**src/rtl/seq_det_pkg.sv**
```systemverilog
// Shared types and constants for the sequence-detector match window counter.
// Holds the FSM state encoding, default sizing and the counter-width rule.
package seq_det_pkg;

  typedef enum logic {
    ST_IDLE  = 1'b0,
    ST_COUNT = 1'b1
  } state_t;

  localparam int unsigned DEF_WINDOW = 16;
  localparam int unsigned DEF_THRESH = 4;

  // Counters must hold the value WINDOW itself (every bit of a window matched).
  function automatic int unsigned cnt_width(input int unsigned window);
    return $clog2(window + 1);
  endfunction

endpackage

```
**src/rtl/seq_rec_hold.sv**
```systemverilog
// Single-entry valid/ready hold register. A load while an unaccepted entry is
// held keeps the old entry and pulses drop for the caller to record.
module seq_rec_hold #(
  parameter int unsigned W = 6
) (
  input  logic         clk,
  input  logic         rstn,
  input  logic         load,
  input  logic [W-1:0] load_data,
  input  logic         ready,
  output logic         valid,
  output logic [W-1:0] data,
  output logic         drop
);

  logic accept;
  assign accept = valid && ready;

  // An entry is lost only when one is held and the consumer is not taking it.
  assign drop = load && valid && !ready;

  // NOTE: sequential state uses non-blocking assignments so every register
  // samples the pre-edge values of its neighbours.
  always_ff @(posedge clk or negedge rstn) begin
    if (!rstn) begin
      valid <= 1'b0;
      // NOTE: the data register is reset as well; its fields are visible on
      // the ports straight after reset, so they must come up known.
      data  <= '0;
    end else if (load && (!valid || accept)) begin
      valid <= 1'b1;
      data  <= load_data;
    end else if (accept) begin
      valid <= 1'b0;
    end
  end

endmodule

```
**src/rtl/seq_match_window_counter.sv**
```systemverilog
// Counts detector matches over fixed windows of accepted bits and publishes
// one {count, alarm} record per window, flagging dropped records in ovf.
module seq_match_window_counter
  import seq_det_pkg::*;
#(
  parameter int unsigned WINDOW = DEF_WINDOW,
  parameter int unsigned CNT_W  = cnt_width(WINDOW),
  parameter int unsigned THRESH = DEF_THRESH
) (
  input  logic             clk,
  input  logic             rstn,
  input  logic             en,
  input  logic             in_valid,
  input  logic             det,
  input  logic             rec_ready,
  output logic             rec_valid,
  output logic [CNT_W-1:0] rec_count,
  output logic             rec_alarm,
  output logic             ovf,
  input  logic             ovf_clr
);

  localparam logic [CNT_W-1:0] LAST_IDX = CNT_W'(WINDOW - 1);
  localparam logic [CNT_W-1:0] THRESH_C = CNT_W'(THRESH);

  state_t           state, state_n;
  logic [CNT_W-1:0] bit_idx, bit_idx_n;
  logic [CNT_W-1:0] match_cnt, match_cnt_n;
  logic [CNT_W-1:0] close_cnt;
  logic             close;
  logic             drop;
  logic [CNT_W:0]   rec_data;

  // The closing bit's own det is folded in here rather than in match_cnt.
  assign close_cnt = match_cnt + CNT_W'(det);

  // NOTE: every variable gets a default before the case so no path leaves
  // one unassigned, which would otherwise infer a latch.
  always_comb begin
    state_n     = state;
    bit_idx_n   = bit_idx;
    match_cnt_n = match_cnt;
    close       = 1'b0;
    unique case (state)
      ST_IDLE: begin
        bit_idx_n   = '0;
        match_cnt_n = '0;
        if (en) state_n = ST_COUNT;
      end
      ST_COUNT: begin
        if (!en) begin
          state_n     = ST_IDLE;
          bit_idx_n   = '0;
          match_cnt_n = '0;
        end else if (in_valid) begin
          if (bit_idx == LAST_IDX) begin
            close       = 1'b1;
            bit_idx_n   = '0;
            match_cnt_n = '0;
          end else begin
            bit_idx_n   = bit_idx + 1'b1;
            match_cnt_n = close_cnt;
          end
        end
      end
      default: state_n = ST_IDLE;
    endcase
  end

  always_ff @(posedge clk or negedge rstn) begin
    if (!rstn) begin
      state     <= ST_IDLE;
      bit_idx   <= '0;
      match_cnt <= '0;
    end else begin
      state     <= state_n;
      bit_idx   <= bit_idx_n;
      match_cnt <= match_cnt_n;
    end
  end

  seq_rec_hold #(
    .W(CNT_W + 1)
  ) u_rec_hold (
    .clk       (clk),
    .rstn      (rstn),
    .load      (close),
    .load_data ({(close_cnt >= THRESH_C), close_cnt}),
    .ready     (rec_ready),
    .valid     (rec_valid),
    .data      (rec_data),
    .drop      (drop)
  );

  assign rec_count = rec_data[CNT_W-1:0];
  assign rec_alarm = rec_data[CNT_W];

  // A drop on the same edge as a clear wins, so no loss goes unreported.
  always_ff @(posedge clk or negedge rstn) begin
    if (!rstn)        ovf <= 1'b0;
    else if (drop)    ovf <= 1'b1;
    else if (ovf_clr) ovf <= 1'b0;
  end

endmodule

```
**config.mk**
```make
export PLATFORM = sky130hd
export DESIGN_NAME = seq_match_window_counter
export DESIGN_NICKNAME = d
export VERILOG_FILES = /design/src/rtl/seq_det_pkg.sv /design/src/rtl/seq_rec_hold.sv /design/src/rtl/seq_match_window_counter.sv
export SDC_FILE = /design/constraint.sdc
export NUM_CORES = 1
export LEC_CHECK = 0
export BUFFER_PORTS_ARGS = -buffer_cell sky130_fd_sc_hd__buf_2
export CAP_MARGIN = 15
export CORE_MARGIN = 2
export CORE_UTILIZATION = 55
export DETAILED_ROUTE_END_ITERATION = 8
export PLACE_DENSITY_LB_ADDON = 0.12
export SLEW_MARGIN = 20
export SYNTH_ARGS = -nofsm -noshare
export SYNTH_HDL_FRONTEND = slang
export SYNTH_HIERARCHICAL = 1
export SYNTH_SLANG_ARGS = --single-unit
```
**constraint.sdc**
```tcl
create_clock -name clk -period 4.8 [get_ports clk]
set_input_delay 0 -clock clk [delete_from_list [all_inputs] [get_ports clk]]
set_output_delay 0 -clock clk [all_outputs]
set_load 0.01 [all_outputs]
```
# Yosys cells after proc, flatten, opt, wreduce, memory -nomap -nowiden

Index checks and enable logic that the tools add are counted.

Add/sub/neg operators: 2
Order comparisons: 1
Eq/ne operators: 2
Multiplexer cells: 17
Bitwise logic cells: 1
Reduce and logical (&&, ||, !) cells: 9

Operator list:

| operator              | number |
|---|---|
| $mux W5               | 6 |
| $pmux W5 S2           | 2 |
| $mux W1               | 9 |
| $add A5 B1 Y5         | 1 |
| $add A5 B1 Y5 const B | 1 |
| $eq A5 B4 Y1 const B  | 1 |
| $ge A5 B3 Y1 const B  | 1 |
| $logic_and A1 B1 Y1   | 4 |
| $reduce_bool A2 Y1    | 2 |
| $ne A3 B3 Y1 const B  | 1 |
| $logic_not A1 Y1      | 2 |
| $logic_or A1 B1 Y1    | 1 |
| $not A1 Y1            | 1 |

Register bits after elaboration: 19
Output and inout port bits: 8
Logic and storage cells: 38

# Longest topological paths before layout

Depth after elaboration: 8
Depth in mapped cells: 6
Depth with buffers taken out: 6

# Cells and area by module

The synthesis kept the hierarchy.

By module, submodules not included:

| module                   | instances | cells each | area an instance (µm²) | seq. area each (µm²) |
|---|---|---|---|---|
| seq_match_window_counter | 1         | 60         | 620.6                  | 300.3 |
| seq_rec_hold             | 1         | 18         | 301.5                  | 175.2 |

# Least setup slack after synthesis

OpenSTA, ideal clock, no wires.

Path kind: register to register
From: register bit_idx[0]
To: register u_rec_hold.data[0]
Setup time: 125 ps
Data arrival time: 1436 ps
Slack: 3239 ps
Stages on the path, launching flop included: 6
Buffers on the path: 0
Clock period less this slack: 1561 ps
Cells stage by stage: dfrtp_1 -> ha_1 -> nand4b_2 -> nor2_1 -> nand2_4 -> mux2_4

Word-level cells in the longest chain between the ends: 6

RTL lines:

| what                   | RTL line                       | RTL |
|---|---|---|
| start, declared        | seq_match_window_counter.sv:27 | `logic [CNT_W-1:0] bit_idx, bit_idx_n;` |
| start signal, assigned | seq_match_window_counter.sv:77 | `bit_idx <= bit_idx_n;` |
| $eq A5 B4 Y1           | seq_match_window_counter.sv:56 | `if (bit_idx == LAST_IDX) begin` |
| $mux W1                | seq_match_window_counter.sv:56 |  |
| $mux W1                | seq_match_window_counter.sv:55 | `end else if (in_valid) begin` |
| $mux W1                | seq_match_window_counter.sv:51 | `if (!en) begin` |
| $mux W1                | seq_match_window_counter.sv:44 | `unique case (state)` |
| via close              | seq_match_window_counter.sv:30 | `logic close;` |
| $logic_and A1 B1 Y1    | seq_rec_hold.sv:30             | `end else if (load && (!valid \|\| accept)) begin` |
| end signal, assigned   | seq_rec_hold.sv:32             | `data <= load_data;` |
| end, declared          | seq_rec_hold.sv:12             | `output logic [W-1:0] data,` |

The timed path passes the listed nets, and every way through them passes these cells.
A chain may end at the register's enable or synchronous reset.

# Final worst setup path

From: register bit_idx[0]
To: register u_rec_hold.data[4]

The elaborated chain is that of the path after synthesis.

==> reports/qor.yml <==
synth_compound_area_share_pct: 7.87
slew_viol_final: 0
relSlewSlack_pct: 72.4
synthSimpleGateAreaFrac_pct: 17.9
period_needed_ns: 1.74
drt-total-wl_mm: 1.57
drc: 0
first_iter_violations: 5
avgSynthCellArea_um2: 11.8
clock_skew_ns: 0.00343
syn2layout_area_growth_pct: 15.9
syn_area_um2: 922
gp_congestion: 0.708
synth-xor-area-share_pct: 4.75
cp_max_fo: 8
rows: 14
crit_required_ns: 4.99
worst_pin_slew_ns: 0.414
dp.cells: 107
grt_pass1_wl_mm: 2.64
p_int_w: 0.000199
criticalPathCategory: "reg -> reg"
vias: 656
n_antenna_cell: 0
start_util_pct: 59.8
hpwlAfterDp_mm: 1.13
clkTransAtPathRegs_ns: 0.11
die_w_um: 44.9
fin_tns_setup_ns: 0
htree_levels: 1
ys_seq_area_share_pct: 51.6
cts_tree: "built"
synth_top_family_by_area: "simple AND/OR/NAND/NOR gates"
nets: 110
maxCapViolCount: 0
die-area_mm2: 0.00202
startpoint_type: "flop"
end_kind: "flop"
clk_path_buf_depth: 2
post_cts_resized: 0
routedWlPerCell_um: 13.7
dominantRegCellSynth: "dfrtp_1"
overflow: 0
yosysWarnings: 6
drive_gt1_share_pct: 28.3
ys_seq_elements: 19
rsz0062_at_grt: "false"
num_io_pins: 15
detail_route.first_pass.iterations: 4
grt_start_max_net_pins: 20
pwr_density_cell_mw_per_mm2: 242
p_leak_nw: 0.592
switchingPower_w: 0.0000589
track_usage_pct: 18.1
netlist-cell-type-count: 23
power_frac_comb_pct: 6.3
synth-edff-count: 0
grt_pass1_vias: 628
vias_per_cell: 5.70
p_sw_share_pct: 22.8
clockRootBuffer: "clkbuf_4"
antenna_left: 0
hp-class: "in -> reg"
arrival_ns: 1.93
async_reset_ff_share_pct: 100
final.period_utilization_pct: 36.3
num-fill-cells: 123
synthMuxAreaShare_pct: 9.77
holdWs_ns: 0.0987
max_freq_ghz: 0.575
core_mm2: 0.00154
p_total_w: 0.000258
clk_latency_ns: 0.29
grt_antenna_before_repair: 0
p_clk_share_pct: 30.8
peakVddDrop_v: 0.000214
seqPwrFrac_pct: 62.9
outcome: "finished clean"
die-height_um: 44.9
syn-num-nets: 88
final_cells: 115
synth_cells: 78
synth_fa_ha_area_share_pct: 4.07
cts.sinks: 19
finalSetupViolCount: 0
port_buffers: 14
hold_violations: 0
cts-buffers-inserted: 3
==> power by group through the flow <==
stage / logic, W / registers [W] / clock network, W
6_report: 0.0000162 / 0.000163 / 0.0000795
5_1_grt: 0.0000181 / 0.000163 / 0.0000862
4_1_cts: 0.0000162 / 0.000163 / 0.0000813
3_5_place_dp: 0.0000138 / 0.000166 / 0
3_3_place_gp: 0.0000136 / 0.000166 / 0
2_1_floorplan: 0.00000702 / 0.000165 / 0
==> final cells by class <==
class,count,area (µm²),share of cell area (%)
clock buffer,3,22.5,2.11
timing repair buffer,18,110,10.3
clock inverter,1,5.00,0.468
sequential,19,475,44.5
inverter,7,26.3,2.46
multi-input combinational,51,409,38.3
tap,16,20.0,1.87
==> worst max-delay path: stages (launching register included) <==
cell and delay (ns):
dfrtp_1 0.42, ha_1 0.24, nand4b_2 0.23, nor2_1 0.29, nand2_4 0.14, mux2_4 0.32
==> sequential cells by signal, summed over array words and instances, names as in the netlist <==
signal	count
bit_idx	5
match_cnt	5
ovf	1
state	1
u_rec_hold/data	6
u_rec_hold/valid	1
==> cells in the mapped netlist, types with 2 or more instances <==
master | count | share of area [%]
nand2_1 | 3 | 1.2
mux2_4 | 6 | 9.8
a41oi_1 | 2 | 1.9
xnor2_1 | 4 | 3.8
a21oi_1 | 3 | 1.6
dfrtp_1 | 19 | 52
nor2_1 | 4 | 1.6
o32ai_1 | 2 | 1.9
nand2b_1 | 5 | 3.4
ha_1 | 3 | 4.1
nand3_1 | 9 | 4.9
inv_1 | 7 | 2.8
==> cell usage in the layout, fill, tap and decap left out <==
cell type / Yosys / layout
clkinv_2: 0 / 1
xnor2_1: 4 / 4
dfrtp_1: 19 / 19
xor2_1: 1 / 1
nand2_1: 3 / 3
inv_1: 7 / 7
ha_1: 3 / 3
nand4b_2: 1 / 1
nand2b_1: 5 / 5
a311oi_1: 1 / 1
a21o_1: 1 / 1
nand3_1: 9 / 9
nand2_4: 1 / 1
nand3b_1: 1 / 1
nand4b_1: 1 / 1
a21oi_1: 3 / 3
clkbuf_4: 0 / 3
a31oi_1: 1 / 1
o32ai_1: 2 / 2
nand2_2: 1 / 1
mux2_4: 6 / 6
nor2_1: 4 / 4
a41oi_1: 2 / 2
dlygate4sd3_1: 0 / 4
buf_2: 0 / 14
nand2b_4: 1 / 1
==> per-stage QoR <==
stage                     setup WS (ns)  instance area [µm²]  util [%]
after detailed placement           3.09                 1000      64.9
after global routing               2.93                 1070      69.3
after floorplan                    3.24                  922         -
after CTS                          3.06                 1070      69.3
final                              3.06                 1070      69.3
after global placement             3.18                 1000      64.9
==> final timing paths <==
| kind | to | slack (ns) | cells past startpoint | startpoint |
|---|---|---|---|---|
| max | u_rec_hold/data[4] | 3.06 | 5 | bit_idx[0] |
| min | match_cnt[0] | 0.1 | 3 | in_valid |
| max reg2reg | u_rec_hold/data[4] | 3.06 | 5 | bit_idx[0] |
| min reg2reg | ovf | 0.48 | 1 | ovf |
| max in group asynchronous | bit_idx[1] | 4.35 | 2 | rstn |
| min in group asynchronous | u_rec_hold/data[3] | 0.16 | 2 | rstn |
==> repair_timing <==
action | 4_1_cts | 5_1_grt
buffers inserted | 0 | 0
hold buffers | 4 | 0
hold endpoints to repair | 23 | 0
==> layer usage <==
| metal | wire length, µm | GRT usage [%] |
|---|---|---|
| met1 | 736 | 23.6 |
| met2 | 772 | 29.4 |
| met3 | 54 | 2.40 |
| met4 | 9 | 8.82 |
| met5 | 0 | 0 |
==> kinds of logic after synthesis <==
logic type                 count (synthesis)
and+or+nand+nor                           27
AOI/OAI and AO/OA                         10
muxes                                      6
DFF                                       19
buffers and inverters                      8
xor gates and xnor gates                   5
adders and majority gates                  3
(Power assumes the default switching activity.)
